### src/rtl/pixel_unpack.sv
// pixel_unpack: pops 48-bit words (two 24-bit pixels) from a show-ahead
// pixel FIFO and streams one pixel per cycle in raster order, tagging
// start-of-frame and end-of-line, with frame geometry from the attribute bus.

`ifndef ATTRMAX
`define ATTRMAX 31
`endif

module pixel_unpack (
    input  logic                clk,
    input  logic                reset,
    input  logic                start,
    input  logic [`ATTRMAX:0]   attr,
    input  logic [47:0]         fifodo,
    input  logic                fifoempty,
    output logic                fiforden,
    input  logic                pxready,
    output logic                pxvalid,
    output logic [23:0]         pxdata,
    output logic                pxsof,
    output logic                pxeol,
    output logic                done,
    output logic                underflow,
    output logic                busy
);

    typedef enum logic [0:0] {
        IDLE = 1'b0,
        RUN  = 1'b1
    } state_t;

    // Pixel halves of the FIFO head word: index 0 is the earlier pixel.
    logic [23:0] word_pix [2];

    genvar gi;
    generate
        for (gi = 0; gi < 2; gi++) begin : g_split
            assign word_pix[gi] = fifodo[gi*24 +: 24];
        end
    endgenerate

    // Geometry as seen on the attribute bus right now.
    logic [15:0] attr_hact;
    logic [15:0] attr_vact;
    logic        attr_ok;

    assign attr_hact = attr[31:16];
    assign attr_vact = attr[15:0];
    assign attr_ok   = (attr_hact != 16'd0) && (attr_vact != 16'd0);

    state_t      state_reg,       state_next;
    logic [15:0] hact_m1_reg,     hact_m1_next;
    logic [15:0] vact_m1_reg,     vact_m1_next;
    logic [15:0] x_reg,           x_next;
    logic [15:0] y_reg,           y_next;
    logic [23:0] hold_reg,        hold_next;
    logic        hold_valid_reg,  hold_valid_next;
    logic        last_loaded_reg, last_loaded_next;
    logic        pxvalid_reg,     pxvalid_next;
    logic [23:0] pxdata_reg,      pxdata_next;
    logic        pxsof_reg,       pxsof_next;
    logic        pxeol_reg,       pxeol_next;
    logic        done_reg,        done_next;
    logic        underflow_reg,   underflow_next;

    // Per-cycle decode of the output slot and current raster position.
    logic        out_accept;
    logic        out_free;
    logic        at_eol;
    logic        at_last;
    logic        pop_req;
    logic        load;
    logic [23:0] load_pix;

    assign out_accept = pxvalid_reg && pxready;
    assign out_free   = !pxvalid_reg || pxready;
    assign at_eol     = (x_reg == hact_m1_reg);
    assign at_last    = at_eol && (y_reg == vact_m1_reg);

    // Next-state logic: frame control, pixel sourcing and raster advance.
    always_comb begin
        state_next       = state_reg;
        hact_m1_next     = hact_m1_reg;
        vact_m1_next     = vact_m1_reg;
        x_next           = x_reg;
        y_next           = y_reg;
        hold_next        = hold_reg;
        hold_valid_next  = hold_valid_reg;
        last_loaded_next = last_loaded_reg;
        pxvalid_next     = pxvalid_reg;
        pxdata_next      = pxdata_reg;
        pxsof_next       = pxsof_reg;
        pxeol_next       = pxeol_reg;
        done_next        = 1'b0;
        underflow_next   = underflow_reg;
        pop_req          = 1'b0;
        load             = 1'b0;
        load_pix         = 24'd0;

        case (state_reg)
            IDLE: begin
                pxvalid_next = 1'b0;
                if (start && attr_ok) begin
                    hact_m1_next     = attr_hact - 16'd1;
                    vact_m1_next     = attr_vact - 16'd1;
                    x_next           = 16'd0;
                    y_next           = 16'd0;
                    hold_valid_next  = 1'b0;
                    last_loaded_next = 1'b0;
                    underflow_next   = 1'b0;
                    state_next       = RUN;
                end
            end

            RUN: begin
                // The final pixel leaving the output register completes the frame.
                if (out_accept && last_loaded_reg) begin
                    done_next = 1'b1;
                end

                if (start) begin
                    // Restart: drop whatever is in flight and begin a fresh frame.
                    pxvalid_next     = 1'b0;
                    hold_valid_next  = 1'b0;
                    last_loaded_next = 1'b0;
                    if (attr_ok) begin
                        hact_m1_next   = attr_hact - 16'd1;
                        vact_m1_next   = attr_vact - 16'd1;
                        x_next         = 16'd0;
                        y_next         = 16'd0;
                        underflow_next = 1'b0;
                    end else begin
                        state_next = IDLE;
                    end
                end else if (out_accept && last_loaded_reg) begin
                    pxvalid_next = 1'b0;
                    state_next   = IDLE;
                end else if (out_free) begin
                    if (last_loaded_reg) begin
                        pxvalid_next = 1'b0;
                    end else if (hold_valid_reg) begin
                        load            = 1'b1;
                        load_pix        = hold_reg;
                        hold_valid_next = 1'b0;
                    end else if (!fifoempty) begin
                        pop_req   = 1'b1;
                        load      = 1'b1;
                        load_pix  = word_pix[0];
                        hold_next = word_pix[1];
                        // A word whose first pixel ends the line carries no
                        // second pixel; lines always start on a fresh word.
                        hold_valid_next = !at_eol;
                    end else begin
                        pxvalid_next   = 1'b0;
                        underflow_next = 1'b1;
                    end
                end

                if (load) begin
                    pxvalid_next = 1'b1;
                    pxdata_next  = load_pix;
                    pxsof_next   = (x_reg == 16'd0) && (y_reg == 16'd0);
                    pxeol_next   = at_eol;
                    if (at_eol) begin
                        x_next = 16'd0;
                        if (at_last) begin
                            last_loaded_next = 1'b1;
                        end else begin
                            y_next = y_reg + 16'd1;
                        end
                    end else begin
                        x_next = x_reg + 16'd1;
                    end
                end
            end

            default: begin
                state_next = IDLE;
            end
        endcase
    end

    // State and datapath registers with synchronous reset.
    always_ff @(posedge clk) begin
        if (reset) begin
            state_reg       <= IDLE;
            hact_m1_reg     <= 16'd0;
            vact_m1_reg     <= 16'd0;
            x_reg           <= 16'd0;
            y_reg           <= 16'd0;
            hold_reg        <= 24'd0;
            hold_valid_reg  <= 1'b0;
            last_loaded_reg <= 1'b0;
            pxvalid_reg     <= 1'b0;
            pxdata_reg      <= 24'd0;
            pxsof_reg       <= 1'b0;
            pxeol_reg       <= 1'b0;
            done_reg        <= 1'b0;
            underflow_reg   <= 1'b0;
        end else begin
            state_reg       <= state_next;
            hact_m1_reg     <= hact_m1_next;
            vact_m1_reg     <= vact_m1_next;
            x_reg           <= x_next;
            y_reg           <= y_next;
            hold_reg        <= hold_next;
            hold_valid_reg  <= hold_valid_next;
            last_loaded_reg <= last_loaded_next;
            pxvalid_reg     <= pxvalid_next;
            pxdata_reg      <= pxdata_next;
            pxsof_reg       <= pxsof_next;
            pxeol_reg       <= pxeol_next;
            done_reg        <= done_next;
            underflow_reg   <= underflow_next;
        end
    end

    // The pop strobe is combinational; keep it quiet while reset is held.
    assign fiforden  = pop_req && !reset;
    assign pxvalid   = pxvalid_reg;
    assign pxdata    = pxdata_reg;
    assign pxsof     = pxsof_reg;
    assign pxeol     = pxeol_reg;
    assign done      = done_reg;
    assign underflow = underflow_reg;
    assign busy      = (state_reg == RUN);

endmodule

### config.mk
export PLATFORM = sky130hd
export DESIGN_NAME = pixel_unpack
export DESIGN_NICKNAME = d
export VERILOG_FILES = /design/src/rtl/pixel_unpack.sv
export SDC_FILE = /design/constraint.sdc
export NUM_CORES = 1
export LEC_CHECK = 0
export ABC_CLOCK_PERIOD_IN_PS = 2600
export CAP_MARGIN = 15
export CORE_MARGIN = 1.5
export CORE_UTILIZATION = 47
export DETAILED_ROUTE_END_ITERATION = 7
export PLACE_DENSITY_LB_ADDON = 0.08
export SLEW_MARGIN = 20
export SYNTH_ARGS = -nofsm -noshare
export SYNTH_HDL_FRONTEND = slang
export SYNTH_SLANG_ARGS = --single-unit
### constraint.sdc
create_clock -name clk -period 2.6 [get_ports clk]
set_input_delay 0.52 -clock clk [delete_from_list [all_inputs] [get_ports clk]]
set_output_delay 0.52 -clock clk [all_outputs]
set_load 0.01 [all_outputs]
==> summary.md, run 1 <==
| Metric | Value |
|---|---|
| Residual DRC | `0` |
| CTS tree | `done` |
| Required @ worst endpoint | `~2.9 ns` |
| Tcrit/Tclk final | `between 90% and 100%` |
| Hold Path Origin | `hold_reg[0]` |
| Crit-path max FO | `3` |
| Top FF cell, synth | `dfxtp_1` |
| Min Hold Slack | `0.454 ns` |
| Syn Nets | `just over 800` |
| First-pass GRT wire length | `~28000 um` |
| Num rows | `40` |
| Critical path, cell by cell | `clkdlybuf4s15_2 > or4_4 > or4_4 > or3_4 > or4b_4 > xor2_2 > a211oi_2` |
| Comb pwr share | `about 12%` |
| P_leak | `~0.0032 uW` |
| Number of synthesized flops with an enable pin | `0` |
| Setup Viol. Count Final | `0` |
| Clock skew | `0.00792 ns` |
| Clock buffer depth | `2` |
| Setup crit start | `attr[19]` |
| Chip Height | `between 100 and 150 um` |
| Clock slew at reported path FFs | `0.05 ns` |
| ANT nets after route | `0` |
| Clock power share | `about half` |
| Total number of vias | `6002` |
| VDD IR max | `0.000449 V` |
| Internal power | `3780 uW` |
| Max_slew headroom | `50.4%` |
| Core area | `between 10000 and 15000 um^2` |
| GR Util All Layers | `a little over a quarter` |
| CP max stage cell | `or4b_4` |
| Initial core utilization | `48.7%` |
| Net load switching power | `~1100 uW` |
| Sequential power share | `between 30 and 40%` |
| Die ar. | `approximately 13000 um^2` |
| Status | `complete, no violations` |
| # hold bufs at CTS | `0` |
| Clk_lat worst skew | `0.41 ns` |
| FILL cells | `about 1000` |
| Largest net degree at the start of global routing | `48` |
| Syn-to-layout area delta | `42.4%` |
| Asr flop ratio synth | `0%` |
| # IOs | `between 100 and 150` |
| Hold Vio Cnt, Final | `0` |
| Number of DRC markers in iteration 0 | `between 500 and 600` |
| HPWL Detailed | `around 12000 um` |
| GRT overflow | `0` |
| Post-Syn Area | `about 5900 um^2` |
| Initial antenna violation count | `0` |
| Least-Margin Pin Slew | `0.742 ns` |
| Share of layout cells above drive strength 1 | `between 15 and 20%` |
| Drt pass-1 iters | `5` |
| Drt wl/cell | `16.0 um` |
| Port Buffers | `115` |
| Chip width | `about 120 um` |
| CP endpoint kind | `flip-flop` |
| WL final | `17100 um` |
| RSZ-0062 raised after global routing | `false` |
| Setup bufs post-CTS | `0` |
| Root Driver | `clkbuf_16` |
| Final setup TNS | `0 ns` |
| Syn Inst Count | `between 700 and 800` |
| P per Cell Area | `just under 600 nW/um^2` |
| Post-Syn Area per Cell | `about 8 um^2` |
| Register area share after synthesis | `about two fifths` |
| # Max-Cap Violations | `0` |
| Count of final max-slew check failures | `0` |
| CP arrival | `approximately 2.9 ns` |
| Vias in the first global route | `5955` |
| Flops & latches, synth | `between 100 and 150` |
| Worst setup path class | `in -> reg` |
| Reg-to-reg startpoint | `x_reg[13]` |
| Most Frequent Cell on Critical Path | `or4_4` |
| DR vias/cell | `5.63` |
| Minimum clock period | `2.53 ns` |
| # clock sinks | `120` |
| Fmax achieved | `between 300 and 400 MHz` |
| Critical Path Start Type | `input pin` |
| Diodes inserted | `0` |
| CP max stage delay | `around 0.54 ns` |
| Layout net count | `~1000` |
| Unique masters post-synth | `between 50 and 60` |
| H-tree Lvls | `4` |
| Yosys Warn Count | `0` |
| HP Class | `reg -> reg` |
| Num CTS Buffers | `17` |
| Design Power | `4870 uW` |
| RePlAce Congestion | `0.899` |
| Sw Share | `22.5%` |
==> cells in the mapped netlist, drive strengths merged, types with 2 or more instances <==
| cell | instances | area share [%] |
|---|---|---|
| nand4 | 6 | 0.64 |
| xnor2 | 22 | 3.3 |
| a31oi | 11 | 1.2 |
| and2 | 3 | 0.32 |
| inv | 12 | 0.76 |
| a22oi | 2 | 0.25 |
| a221oi | 24 | 3.6 |
| o21ai | 10 | 0.85 |
| xor2 | 34 | 5.1 |
| ha | 8 | 1.7 |
| a211oi | 31 | 4.0 |
| nor2 | 88 | 5.6 |
| and4 | 5 | 0.74 |
| nor2b | 4 | 0.42 |
| nor3b | 5 | 0.64 |
| or4b | 2 | 0.40 |
| nand2 | 80 | 5.1 |
| a311oi | 10 | 1.5 |
| a21o | 6 | 0.76 |
| and3b | 4 | 0.59 |
| mux2i | 4 | 0.68 |
| o31ai | 2 | 0.25 |
| and4b | 2 | 0.34 |
| nor4b | 4 | 0.59 |
| clkbuf | 52 | 3.3 |
| or4 | 4 | 0.64 |
| nor4 | 23 | 2.4 |
| nor3 | 37 | 3.1 |
| dfxtp | 120 | 41 |
| nand3 | 17 | 1.4 |
| and3 | 6 | 0.64 |
| a21boi | 2 | 0.25 |
| nand2b | 6 | 0.64 |
| a41oi | 2 | 0.30 |
| a21oi | 43 | 3.7 |
| or3 | 10 | 1.2 |
| o211ai | 9 | 1.1 |
==> what timing repair did <==
item / 4_1_cts / 5_1_grt
endpoints found under the hold margin: 0 / 0
gates resized for setup: 15 / 6
setup endpoints to repair: 4 / 32
pin swaps: 7 / 3
==> worst paths after layout <==
kind,endpoint,depth (start not counted),slack (ns)
hold reg to reg,hold_reg[0],2,0.45
setup / recovery,hact_m1_reg[13],7,0.07
setup reg to reg,y_reg[10],7,0.17
hold / removal,hold_reg[0],2,0.45
==> stage by stage <==
stage	cell area (um^2)	std cells	utilization (%)	setup slack (ns)
2_1_floorplan	5900	719	-	-0.161
3_3_place_gp	7760	1036	64.1	-0.601
3_5_place_dp	7760	1036	64.1	-0.621
4_1_cts	8360	1067	69.0	0.00407
5_1_grt	8400	1067	69.3	0.00935
6_report	8400	1067	69.3	0.0712
==> logic make-up (layout without fill, tap and decap cells) <==
| kind of cell | Yosys count | count (layout) | synth area share (%) |
|---|---|---|---|
| flip-flops | 120 | 120 | 40.7 |
| AO/OA/AOI/OAI | 159 | 159 | 18.8 |
| buffers and inverters | 65 | 245 | 4.14 |
| adder cells (fa/ha/maj) | 8 | 8 | 1.70 |
| XOR/XNOR | 56 | 56 | 8.32 |
| AND/OR/NAND/NOR | 307 | 307 | 25.7 |
| multiplexers | 4 | 4 | 0.679 |
==> routing by layer <==
| metal | GRT usage, % | wire (um) | vias to the layer above |
|---|---|---|---|
| li1 | - | - | 2945 |
| met1 | 32.7 | 7280 | 2853 |
| met2 | 47.4 | 8770 | 184 |
| met3 | 5.27 | 796 | 20 |
| met4 | 7.82 | 236 | 0 |
| met5 | 0 | 0 | - |
==> power groups by stage <==
stage / Clock [uW] / Sequential (uW) / Combinational [uW]
finish: 2360 / 1950 / 566
global placement: 0 / 1980 / 543
CTS: 2390 / 1950 / 560
global route: 2480 / 1950 / 614
detailed placement: 0 / 1980 / 555
floorplan: 0 / 1980 / 233
==> placed cells by master, fill, tap and decap left out, drive strengths merged, types with 5 or more instances in the layout <==
master and count:
nand2 80, o211ai 9, buf 90, a21o 6
ha 8, a21oi 43, or3 10, clkinv 5
o21ai 10, a31oi 11, nor3b 5, and4 5
inv 12, nand2b 6, dfxtp 120, a221oi 24
xor2 34, xnor2 22, a211oi 31, a311oi 10
nor2 88, and3 6, nor3 37, clkbuf 22
nand3 17, nand4 6, clkdlybuf4s50 109, nor4 23
==> critical path: cells and delay by family <==
family / cells / cell delay (ns)
xor gates and xnor gates: 1 / 0.20
AOI/OAI and AO/OA: 1 / 0.16
and+or+nand+nor: 4 / 1.80
buffers and inverters: 1 / 0.19
==> cell type report <==
cell class	count	area, um^2	area share [%]
timing repair buffer	202	1830	21.8
clock buffer	22	474	5.65
clock inverter	9	123	1.46
tap	168	210	2.50
multi-input combinational	534	3310	39.5
inverter	12	45.0	0.537
sequential	120	2400	28.6
(Power assumes the default switching activity.)
==> run 2, diff against run 1 <==
SETUP_SLACK_MARGIN = 0.4   (was not set)
==> summary.md, run 2 (synthesis results as in run 1) <==
| Metric | Value |
|---|---|
| WL final | `20300 um (+19%)` |
| Root Driver | `clkbuf_16` |
| Chip Height | `115 um (unchanged)` |
| Drt pass-1 iters | `7 (+2)` |
| Worst R2R Path Depth | `7 (unchanged)` |
| Total number of vias | `6532 (+8.8%)` |
| Hold Vio Cnt, Final | `0 (unchanged)` |
| GR Util All Layers | `27.2% (+0.60 points)` |
| Num CTS Buffers | `17 (unchanged)` |
| Critical path, cell by cell | `buf_6 > or4_4 > or4_4 > or3_4 > or4b_4 > xor2_1 > a211oi_2` |
| Commonest non-fill, non-tap cell in the layout | `buf_4` |
| Clock buffer depth | `2 (unchanged)` |
| # hold bufs at CTS | `0 (unchanged)` |
| # IOs | `116 (unchanged)` |
| Least-Margin Pin Slew | `0.736 ns (-0.00557 ns)` |
| Hold path depth | `2 (unchanged)` |
| Clk_lat worst skew | `0.42 ns (about the same)` |
| Initial antenna violation count | `0 (unchanged)` |
| Number of DRC markers in iteration 0 | `632 (+25%)` |
| R2r endpoint | `y_reg[9]` |
| Port Buffers | `115 (unchanged)` |
| Tcrit/Tclk final | `92.0% (-5.3 points)` |
| CP endpoint kind | `flip-flop` |
| P per Cell Area | `566 nW/um^2 (-2.5%)` |
| Count of final max-slew check failures | `0 (unchanged)` |
| RePlAce Congestion | `0.880 (-2.0%)` |
| R2R Setup Slk | `0.24 ns (+0.07 ns)` |
| Residual DRC | `0 (unchanged)` |
| P_leak | `0.00372 uW (+16%)` |
| H-tree Lvls | `4 (unchanged)` |
| Diodes inserted | `0 (unchanged)` |
| Final std cells w/o fill | `1122 (+5.2%)` |
| Die ar. | `13200 um^2 (unchanged)` |
| CP max stage cell | `or4_4` |
| Vias in the first global route | `6173 (+3.7%)` |
| Dpl cells | `1042 (+0.58%)` |
| Commonest non-fill, non-tap cells in the layout | `buf_4, dfxtp_1, clkdlybuf4s50_1, nor2_1, nand2_1` |
| Hold Path Origin | `hold_reg[22]` |
| CTS tree | `done` |
| # Max-Cap Violations | `0 (unchanged)` |
| Worst setup path class | `in -> reg` |
| DR vias/cell | `5.82 (+3.5%)` |
| Crit-path max FO | `3 (unchanged)` |
| Hold endpoint | `hold_reg[22]` |
| Share of layout cells above drive strength 1 | `26.1% (+11 points)` |
| Num rows | `40 (unchanged)` |
| FILL cells | `824 (-18%)` |
| ANT nets after route | `0 (unchanged)` |
| HP Class | `reg -> reg` |
| Required @ worst endpoint | `2.93 ns (about the same)` |
| First-pass GRT wire length | `28800 um (+2.3%)` |
| Fmax achieved | `418 MHz (+5.8%)` |
| Max_slew headroom | `50.7% (+0.37 points)` |
| Setup Viol. Count Final | `0 (unchanged)` |
| Clock slew at reported path FFs | `0.06 ns (about the same)` |
| Reg-to-reg startpoint | `x_reg[3]` |
| Critical Path Start Type | `input pin` |
| Clock skew | `0.0138 ns (+0.00584 ns)` |
| CP max stage delay | `0.52 ns (-0.02 ns)` |
| # clock sinks | `120 (unchanged)` |
| Minimum clock period | `2.39 ns (-0.138 ns)` |
| Layout net count | `1034 (+5.5%)` |
| Drt wl/cell | `18.1 um (+13%)` |
| HPWL Detailed | `12000 um (-1.1%)` |
| VDD IR max | `0.000517 V (+15%)` |
| Initial core utilization | `48.7% (unchanged)` |
| Status | `complete, no violations` |
| Core area | `12100 um^2 (unchanged)` |
| CP arrival | `2.73 ns (-0.13 ns)` |
| Final core utilization | `77.1% (+7.7 points)` |
| GRT overflow | `0 (unchanged)` |
| Chip width | `115 um (unchanged)` |
| Largest net degree at the start of global routing | `60 (+25%)` |
| Most Frequent Cell on Critical Path | `or4_4` |
| Syn-to-layout area delta | `58.3%` |
| RSZ-0062 raised after global routing | `true` |
[run 2: worst max-delay path, delay by kind of cell]
kind            cells  cell delay (ns)
compound gates      1             0.16
xor+xnor            1             0.16
buf+inv             1             0.09
simple gates        4             1.79
[run 2: power breakdown]
group / total (uW) / switching, uW / leakage, uW / internal (uW)
sequential: 1950 / 43.2 / 0.000981 / 1900
clock: 2660 / 868 / 0.000313 / 1790
combinational: 677 / 312 / 0.00242 / 366
[run 2: worst max path at each step]
stage | slack (ns) | to | startpoint
3_3_place_gp | -0.60 | hact_m1_reg[13] | attr[20]
2_1_floorplan | -0.16 | hact_m1_reg[13] | attr[20]
4_1_cts | 0.07 | hact_m1_reg[13] | attr[18]
3_5_place_dp | -0.62 | hact_m1_reg[13] | attr[20]
5_1_grt | 0.15 | hact_m1_reg[13] | attr[21]
6_report | 0.21 | hact_m1_reg[13] | attr[18]
[run 2: layer usage]
metal	vias to the layer above	track usage (%)	routed length, um	share of wire, %
met5	-	0	0	0
met4	0	9.14	621	3.1
met3	58	5.54	1120	5.5
met2	262	48.8	10500	52
met1	3147	32.5	8080	40
li1	3065	-	-	-
[run 2: stage by stage]
| step | power (uW) | hold slack [ns] | area (um^2) | setup slack (ns) | setup TNS, ns |
|---|---|---|---|---|---|
| after floorplan | 2220 | 0.436 | 5930 | -0.161 | -0.230 |
| after global placement | 2540 | 0.443 | 7830 | -0.604 | -16.58 |
| after detailed placement | 2550 | 0.449 | 7830 | -0.624 | -19.57 |
| after CTS | 5200 | 0.457 | 8770 | 0.0737 | 0 |
| after global routing | 5400 | 0.472 | 9330 | 0.151 | 0 |
| final | 5280 | 0.458 | 9330 | 0.209 | 0 |
[run 2: layout make-up]
type,instances,area [um^2],area share [%]
multi-input cells,536,3660,39.2
flip-flops and latches,120,2410,25.8
inverters,12,45.0,0.483
clock buffers,19,433,4.64
well taps,168,210,2.25
repair buffers,254,2350,25.1
clock inverters,13,226,2.43
[run 2: repair_timing]
| item | in CTS | in global routing |
|---|---|---|
| endpoints found under the setup margin | 90 | 114 |
| gates resized for setup | 56 | 82 |
| cloned | 2 | 7 |
| pin swaps | 18 | 39 |
| setup buffers | 13 | 26 |
